<file path="config.mk">
export PLATFORM = sky130hd
export DESIGN_NAME = mem_ctrl
export DESIGN_NICKNAME = d
export VERILOG_FILES = /design/src/rtl/mem_ctrl_pkg.sv /design/src/rtl/mem_ctrl_fetch_buf.sv /design/src/rtl/mem_ctrl.sv
export SDC_FILE = /design/constraint.sdc
export NUM_CORES = 1
export LEC_CHECK = 0
export BUFFER_PORTS_ARGS = -buffer_cell sky130_fd_sc_hd__buf_2
export CORE_ASPECT_RATIO = 0.8
export CORE_MARGIN = 2
export CORE_UTILIZATION = 53
export CTS_CLUSTER_DIAMETER = 80
export DETAILED_ROUTE_END_ITERATION = 6
export PLACE_DENSITY = 0.81
export SETUP_SLACK_MARGIN = 0.4
export SLEW_MARGIN = 20
export SYNTH_ARGS = -nofsm -noshare
export SYNTH_HDL_FRONTEND = slang
export SYNTH_SLANG_ARGS = --single-unit
</file>
<file path="constraint.sdc">
create_clock -name clk -period 3.7 [get_ports clk]
set_input_delay 0.37 -clock clk [delete_from_list [all_inputs] [get_ports clk]]
set_output_delay 0.37 -clock clk [all_outputs]
set_load 0.005 [all_outputs]
</file>
<file path="src/rtl/mem_ctrl_pkg.sv">
// rtl/mem_ctrl_pkg.sv - shared types and constants for the byte-serial memory controller
package mem_ctrl_pkg;

  localparam logic RST_ENABLE = 1'b1;

  localparam logic [1:0] LEN_BYTE = 2'b00;
  localparam logic [1:0] LEN_HALF = 2'b01;

  typedef enum logic [1:0] {
    ST_IDLE  = 2'd0,
    ST_READ  = 2'd1,
    ST_WRITE = 2'd2,
    ST_DONE  = 2'd3
  } state_e;

  // Encoding 11 is serviced as a full word.
  function automatic logic [2:0] len_bytes(input logic [1:0] len);
    case (len)
      LEN_BYTE: len_bytes = 3'd1;
      LEN_HALF: len_bytes = 3'd2;
      default:  len_bytes = 3'd4;
    endcase
  endfunction

endpackage

</file>
<file path="src/rtl/mem_ctrl_fetch_buf.sv">
// rtl/mem_ctrl_fetch_buf.sv - one-entry instruction buffer keyed by word tag
module mem_ctrl_fetch_buf
  import mem_ctrl_pkg::*;
#(
  parameter int ADDR_W = 32
) (
  input  logic              clk,
  input  logic              rst,
  input  logic [ADDR_W-3:0] lookup_tag_i,
  output logic              hit_o,
  output logic [31:0]       data_o,
  input  logic              fill_i,
  input  logic [ADDR_W-3:0] fill_tag_i,
  input  logic [31:0]       fill_data_i,
  input  logic              inv_i,
  input  logic [ADDR_W-3:0] inv_tag_i
);

  logic              valid_q;
  logic [ADDR_W-3:0] tag_q;
  logic [31:0]       data_q;

  // Fills only happen in DONE and writes never do, so the two cannot collide.
  always_ff @(posedge clk) begin
    if (rst == RST_ENABLE) begin
      valid_q <= 1'b0;
      tag_q   <= '0;
      data_q  <= '0;
    end else if (fill_i) begin
      valid_q <= 1'b1;
      tag_q   <= fill_tag_i;
      data_q  <= fill_data_i;
    end else if (inv_i && (inv_tag_i == tag_q)) begin
      valid_q <= 1'b0;
    end
  end

  assign hit_o  = valid_q && (lookup_tag_i == tag_q);
  assign data_o = data_q;

endmodule

</file>
<file path="src/rtl/mem_ctrl.sv">
// rtl/mem_ctrl.sv - arbitrates fetch and load/store onto an 8-bit RAM port, little-endian assembly
// Optional fetch buffer enabled by MEM_CTRL_FETCH_BUF_EN.
module mem_ctrl
  import mem_ctrl_pkg::*;
#(
  parameter int ADDR_W = 32
) (
  input  logic              clk,
  input  logic              rst,
  input  logic              if_req,
  input  logic [ADDR_W-1:0] if_addr,
  output logic              if_done,
  output logic [31:0]       if_inst,
  input  logic              mem_req,
  input  logic              mem_we,
  input  logic [1:0]        mem_len,
  input  logic [ADDR_W-1:0] mem_addr,
  input  logic [31:0]       mem_wdata,
  output logic              mem_done,
  output logic [31:0]       mem_rdata,
  output logic [ADDR_W-1:0] ram_addr,
  output logic              ram_wr,
  output logic [7:0]        ram_dout,
  input  logic [7:0]        ram_din,
  output logic              stall_req
);

  state_e            state_q, state_d;
  logic [2:0]        cnt_q, cnt_d;
  logic [2:0]        n_q, n_d;
  logic [ADDR_W-1:0] addr_q, addr_d;
  logic [ADDR_W-1:0] ram_addr_q;
  logic [31:0]       wdata_q, wdata_d;
  logic [31:0]       data_q, data_d;
  logic              src_mem_q, src_mem_d;
  logic [4:0]        rd_sh, wr_sh;
  logic              fb_hit;
  logic [31:0]       fb_data;

`ifdef MEM_CTRL_FETCH_BUF_EN
  mem_ctrl_fetch_buf #(.ADDR_W(ADDR_W)) u_fetch_buf (
    .clk          (clk),
    .rst          (rst),
    .lookup_tag_i (if_addr[ADDR_W-1:2]),
    .hit_o        (fb_hit),
    .data_o       (fb_data),
    .fill_i       ((state_q == ST_DONE) && !src_mem_q),
    .fill_tag_i   (addr_q[ADDR_W-1:2]),
    .fill_data_i  (data_q),
    .inv_i        (ram_wr),
    .inv_tag_i    (ram_addr[ADDR_W-1:2])
  );
`else
  assign fb_hit  = 1'b0;
  assign fb_data = '0;
`endif

  always_ff @(posedge clk) begin
    if (rst == RST_ENABLE) begin
      state_q    <= ST_IDLE;
      cnt_q      <= '0;
      n_q        <= '0;
      addr_q     <= '0;
      ram_addr_q <= '0;
      wdata_q    <= '0;
      data_q     <= '0;
      src_mem_q  <= 1'b0;
    end else begin
      state_q    <= state_d;
      cnt_q      <= cnt_d;
      n_q        <= n_d;
      addr_q     <= addr_d;
      ram_addr_q <= ram_addr;
      wdata_q    <= wdata_d;
      data_q     <= data_d;
      src_mem_q  <= src_mem_d;
    end
  end

  // Byte 0 is driven straight from the request inputs in the acceptance cycle.
  always_comb begin
    state_d   = state_q;
    cnt_d     = cnt_q;
    n_d       = n_q;
    addr_d    = addr_q;
    wdata_d   = wdata_q;
    data_d    = data_q;
    src_mem_d = src_mem_q;
    ram_addr  = ram_addr_q;
    ram_wr    = 1'b0;
    ram_dout  = 8'h00;
    rd_sh     = {cnt_q[1:0] - 2'd1, 3'b000};
    wr_sh     = {cnt_q[1:0], 3'b000};
    case (state_q)
      ST_IDLE: begin
        if (mem_req) begin
          src_mem_d = 1'b1;
          addr_d    = mem_addr;
          n_d       = len_bytes(mem_len);
          wdata_d   = mem_wdata;
          data_d    = '0;
          cnt_d     = 3'd1;
          ram_addr  = mem_addr;
          if (mem_we) begin
            ram_wr   = 1'b1;
            ram_dout = mem_wdata[7:0];
            state_d  = (len_bytes(mem_len) == 3'd1) ? ST_DONE : ST_WRITE;
          end else begin
            state_d  = ST_READ;
          end
        end else if (if_req) begin
          src_mem_d = 1'b0;
          addr_d    = if_addr;
          n_d       = 3'd4;
          cnt_d     = 3'd1;
          if (fb_hit) begin
            data_d  = fb_data;
            state_d = ST_DONE;
          end else begin
            data_d   = '0;
            ram_addr = if_addr;
            state_d  = ST_READ;
          end
        end
      end
      ST_READ: begin
        data_d[rd_sh +: 8] = ram_din;
        if (cnt_q == n_q) begin
          state_d = ST_DONE;
        end else begin
          ram_addr = addr_q + ADDR_W'(cnt_q);
          cnt_d    = cnt_q + 3'd1;
        end
      end
      ST_WRITE: begin
        ram_wr   = 1'b1;
        ram_addr = addr_q + ADDR_W'(cnt_q);
        ram_dout = wdata_q[wr_sh +: 8];
        if (cnt_q == n_q - 3'd1) state_d = ST_DONE;
        else                     cnt_d   = cnt_q + 3'd1;
      end
      default: state_d = ST_IDLE;
    endcase
  end

  assign if_done   = (state_q == ST_DONE) && !src_mem_q;
  assign mem_done  = (state_q == ST_DONE) && src_mem_q;
  assign if_inst   = if_done  ? data_q : '0;
  assign mem_rdata = mem_done ? data_q : '0;
  assign stall_req = (if_req || mem_req) && (state_q != ST_DONE);

endmodule

</file>
-- Yosys cells after proc, flatten, opt, wreduce, memory -nomap -nowiden
Cells that the tools add are included.
- flip-flop bits (word level): 137
- bits of input ports: 111
- output and inout port bits: 108
- logic and storage cells: 82
- add/sub/neg operators: 5
- equal/unequal tests: 13
- shifts and indexed selects: 3
- mux-type cells: 38
- reduce and logical (&&, ||, !) cells: 15
- operator list (kind ; count):
    32-bit two-way mux ; 9
    32-bit case mux with 3 select lines ; 1
    32-bit case mux with 2 select lines ; 1
    32-bit by 3-bit adder with 32-bit output ; 1
    32-bit bitwise mux ; 1
    8-bit by 7-bit variable shift with 32-bit output (first input constant) ; 1
    32-bit by 6-bit indexed part select with 8-bit output ; 1
    8-bit by 7-bit indexed part select with 32-bit output ; 1
    3-bit two-way mux ; 9
    8-bit two-way mux ; 2
    8-bit case mux with 2 select lines ; 1
    2-bit two-way mux ; 5
    2-bit inequality test (second input constant) ; 5
    3-bit case mux with 3 select lines ; 1
    5-bit negator with 7-bit output ; 1
    3-bit == test ; 2
    2-bit case mux with 3 select lines ; 1
    3-bit case mux with 2 select lines ; 1
    2-bit AND reduction ; 3
    1-bit two-way mux ; 5
    2-bit by 1-bit == test with 1-bit output (second input constant) ; 2
    2-bit == test (second input constant) ; 2
    2-bit zero test ; 2
    4-bit AND reduction ; 1
    12 further kinds ; 15

-- Longest topological paths before layout
- word-level depth: 10
- mapped depth: 9
- depth with buffers taken out: 8

-- Worst setup path before layout
Ideal clock, no wire load.
- kind: register to output
- start point: register cnt_q[1]
- end point: output ram_addr[22]
- data arrival time: 2.773 ns
- data required time: 3.330 ns
- slack: 0.557 ns
- cell stages (with the launch flop): 9
- buffers on the path: 2
- cell sequence: dfxtp_1 buf_1 inv_1 fa_1 nor2b_1 clkbuf_1 o21ai_0 o41a_1 a211o_1
- cells in the longest elaborated chain, start to end: 3
- elaborated cells on any way between the ends: 4
- classes of those cells: 1 x add/sub; 1 x eq/ne; 2 x mux
- ends and longest elaborated chain (item ; RTL line ; RTL):
    start: declaration ; mem_ctrl.sv:29 ; logic [2:0] cnt_q, cnt_d;
    start signal: assignment ; mem_ctrl.sv:70 ; cnt_q <= cnt_d;
    32-bit by 3-bit adder with 32-bit output / 3-bit == test (equally long branches) ; mem_ctrl.sv:131, mem_ctrl.sv:137, mem_ctrl.sv:128 ;
    32-bit two-way mux ; mem_ctrl.sv:128 ; if (cnt_q == n_q) begin
    32-bit case mux with 3 select lines * ; mem_ctrl.sv:94 ; case (state_q)
    end: declaration ; mem_ctrl.sv:21 ; output logic [ADDR_W-1:0] ram_addr,
Mark *: on every way between the ends. The rest lies on a longest branch, timed or not.

-- Worst setup path in the final report
- start point: register cnt_q[0]
- end point: output ram_addr[18]
The elaborated chain is that of the path after synthesis.

==> flow_summary_export.csv <==
group,metric,value,unit
clock_tree,hold_buffers,0,
cells_and_area,syn_to_final_growth,24.2,%
floorplanning,die_y,114,µm
routing,firstDrtPassIters,5,
power_and_ir_drop,power_density,667,nW/µm²
floorplanning,placementRows,40,
routing,postRouteAntennaNets,0,
cells_and_area,fin_area,9960,µm²
yosys,yosysWarnings,0,
routing,routed_via_density,6.17,
sta,slew_headroom,0.269,
flow_run,maxCapViolCount,0,
status,status,"completed",
critical_path,cp_max_fo,7,
placement,placed_cell_area,9250,µm²
sta,drv_slew,0,
critical_path,setup.worst_path.end_class,"output pin",
routing,met3_length,2630,µm
placement,dp.cells,1365,
placement,place_ws,0.654,ns
cells_and_area,antenna_cells,0,
yosys,synth_edf_count,0,
routing,routed-wl-met2,11400,µm
yosys,syn_inst,1009,
worst_hold_path,holdPathEnd,"wdata_q[23]",
sta,fin_hold_ws,0.165,ns
yosys,async_flop_share,0,
worst_hold_path,hold_class,"primary input to flip-flop",
critical_path,crit_path_max_incr_delay,0.45,ns
critical_path,r2r_slack,1.18,ns
sta,final-setup-viol-count,0,
critical_path,r2r_cells,8,
critical_path,rr_startpoint,"cnt_q[0]",
cells_and_area,nNetsFinal,1321,
power_and_ir_drop,ir_worst_vdd,460,µV
sta,setup_slack,0.357,ns
clock_tree,htree_levels,4,
yosys,syn_nets,1134,
clock_tree,cts_tree,"done",
floorplanning,core,14900,µm²
yosys,ys_types,73,
placement,dp_hpwl,17500,µm
power_and_ir_drop,power_leakage,4.37,nW
grt,track_usage,0.307,
grt,grt_pass1_wl,39600,µm
yosys,ys_seq_elements,137,
cells_and_area,stdcell_count,1398,
floorplanning,start_util,0.537,
yosys,synth_ff_type,"dfxtp_1",
placement,place.gp.congestion,0.897,
grt,grt_pass1_vias,7788,
critical_path,cp-start-kind,"flip-flop",
critical_path,crit_buf_inv,2,
sta,period_needed,3.34,ns
routing,vias,8627,
critical_path,critPathTopFamily,"simple AND/OR/NAND/NOR gates",
critical_path,critPathKind,"flip-flop to output pin",
sta,fin_setup_tns,0,ns
cells_and_area,final_common_cell,"buf_2",
clock_tree,clock_path_buffers,2,
routing,highest_layer,"met4",
routing,wl_met1,11300,µm
sta,period_share,0.904,
worst_hold_path,hold_start,"mem_wdata[23]",
routing,drcViolationCount,0,
sta,rsz0062_at_grt,"true",
routing,drt_first_iter_violations,760,
sta,worstMarginPinSlew,1.10,ns
critical_path,required,3.33,ns
critical_path,worst_r2r_endpoint,"ram_addr_q[22]",
critical_path,worst_path_max_delay_cell,"or3_1",
cells_and_area,layout_common_cells,"217 x buf_2, 139 x nand2_1, 136 x dfxtp_1, 77 x a21oi_1, 63 x nor2_1",
yosys,yosysSeqAreaShare,0.342,
clock_tree,path_clk_slew,0.07,ns
sta,final-hold-violation-count,0,
clock_tree,cts-root-buf,"clkbuf_16",
clock_tree,clock_latency,0.44,ns
cells_and_area,drive_gt1_frac,0.262,
grt,grt_max_degree,67,
routing,wl_per_cell,18.4,µm
grt,gr-total-overflow,0,
grt,antenna_found_initial,0,
yosys,avgSynthCellArea,7.94,µm²
yosys,syn-cell-area,8020,µm²
clock_tree,cts_made_buffers,17,
critical_path,cp.arrival,2.97,ns
floorplanning,die_area,16100,µm²
floorplanning,ios,219,
critical_path,cp_cell_sequence,"ha_1 > inv_1 > fa_1 > nor2b_4 > o2111ai_1 > or3_1 > a21o_1 > nand3_1 > buf_2",
floorplanning,fp.dieW,142,µm
placement,io_buffers,218,
sta,fin_skew,0.0109,ns
routing,wl,25800,µm
sta,fmax,299,MHz
clock_tree,clock-sinks,137,
worst_hold_path,min_path_cells,3,
-- area by class of cell --
class	instances	area [µm²]
multi-input combinational	778	5010
fill	1247	4960
sequential	137	2740
timing repair buffer	245	1300
clock buffer	17	425
tap	189	236
clock inverter	15	179
inverter	17	67.6
-- power breakdown --
| part | total [mW] | internal (mW) | switching, mW |
|---|---|---|---|
| clock | 1.77 | 1.02 | 0.751 |
| combinational | 2.67 | 1.05 | 1.62 |
| sequential | 2.20 | 1.83 | 0.369 |
-- how the worst max path moves through the flow --
stage,slack [ns],cells past startpoint,start,endpoint
CTS,0.36,9,cnt_q[0],ram_addr[14]
finish,0.36,9,cnt_q[0],ram_addr[18]
floorplan,0.56,8,cnt_q[1],ram_addr[22]
global placement,0.73,9,cnt_q[0],ram_addr[28]
global route,0.29,9,cnt_q[0],ram_addr[30]
detailed placement,0.65,9,cnt_q[0],ram_addr[28]
-- cells in the mapped netlist (13+ instances only) --
cell | number | area [µm²]
nand2_1 | 139 | 522
dfxtp_1 | 137 | 2740
a21oi_1 | 77 | 385
nor2_1 | 63 | 236
o21ai_0 | 63 | 315
clkbuf_1 | 62 | 233
and2_1 | 49 | 307
and3_1 | 38 | 238
a22oi_1 | 30 | 225
mux2i_1 | 29 | 290
nand3_1 | 26 | 130
nand2b_1 | 24 | 150
a211oi_1 | 17 | 128
inv_1 | 16 | 60.1
ha_1 | 13 | 163
-- sequential cells by signal, summed over array words and instances (netlist names) --
name,cells
data_q,32
addr_q,32
wdata_q,32
src_mem_q,1
n_q,3
ram_addr_q,32
state_q,2
cnt_q,3
-- kinds of logic after synthesis --
kind of cell	count (synthesis)	share of synthesized area
buffers and inverters	94	0.0453
adders and majority gates	14	0.0228
AOI/OAI and AO/OA	296	0.247
and+or+nand+nor	405	0.253
muxes	41	0.0643
DFF	137	0.342
xor gates and xnor gates	22	0.0259
-- per-layer routing --
layer	track usage	vias to the layer above
met5	0	-
met4	0.0987	0
met1	0.426	4021
li1	-	4059
met2	0.469	501
met3	0.0785	46
-- through the flow --
| step | util | power (mW) |
|---|---|---|
| global route | 0.668 | 6.96 |
| detailed placement | 0.620 | 4.73 |
| global placement | 0.620 | 4.67 |
| finish | 0.668 | 6.64 |
| CTS | 0.663 | 6.53 |
| floorplan | - | 3.81 |
-- what timing repair did --
item	in CTS	in global routing
setup buffers	0	1
endpoints found under the setup margin	15	21
gates resized for setup	9	14
pin swaps	1	2
-- worst min-delay path, cell delays in order --
cell and delay [ns]:
buf_2 0.10, nand2_1 0.05, a21oi_1 0.05
Note: power is estimated with default switching activity, not from simulation.
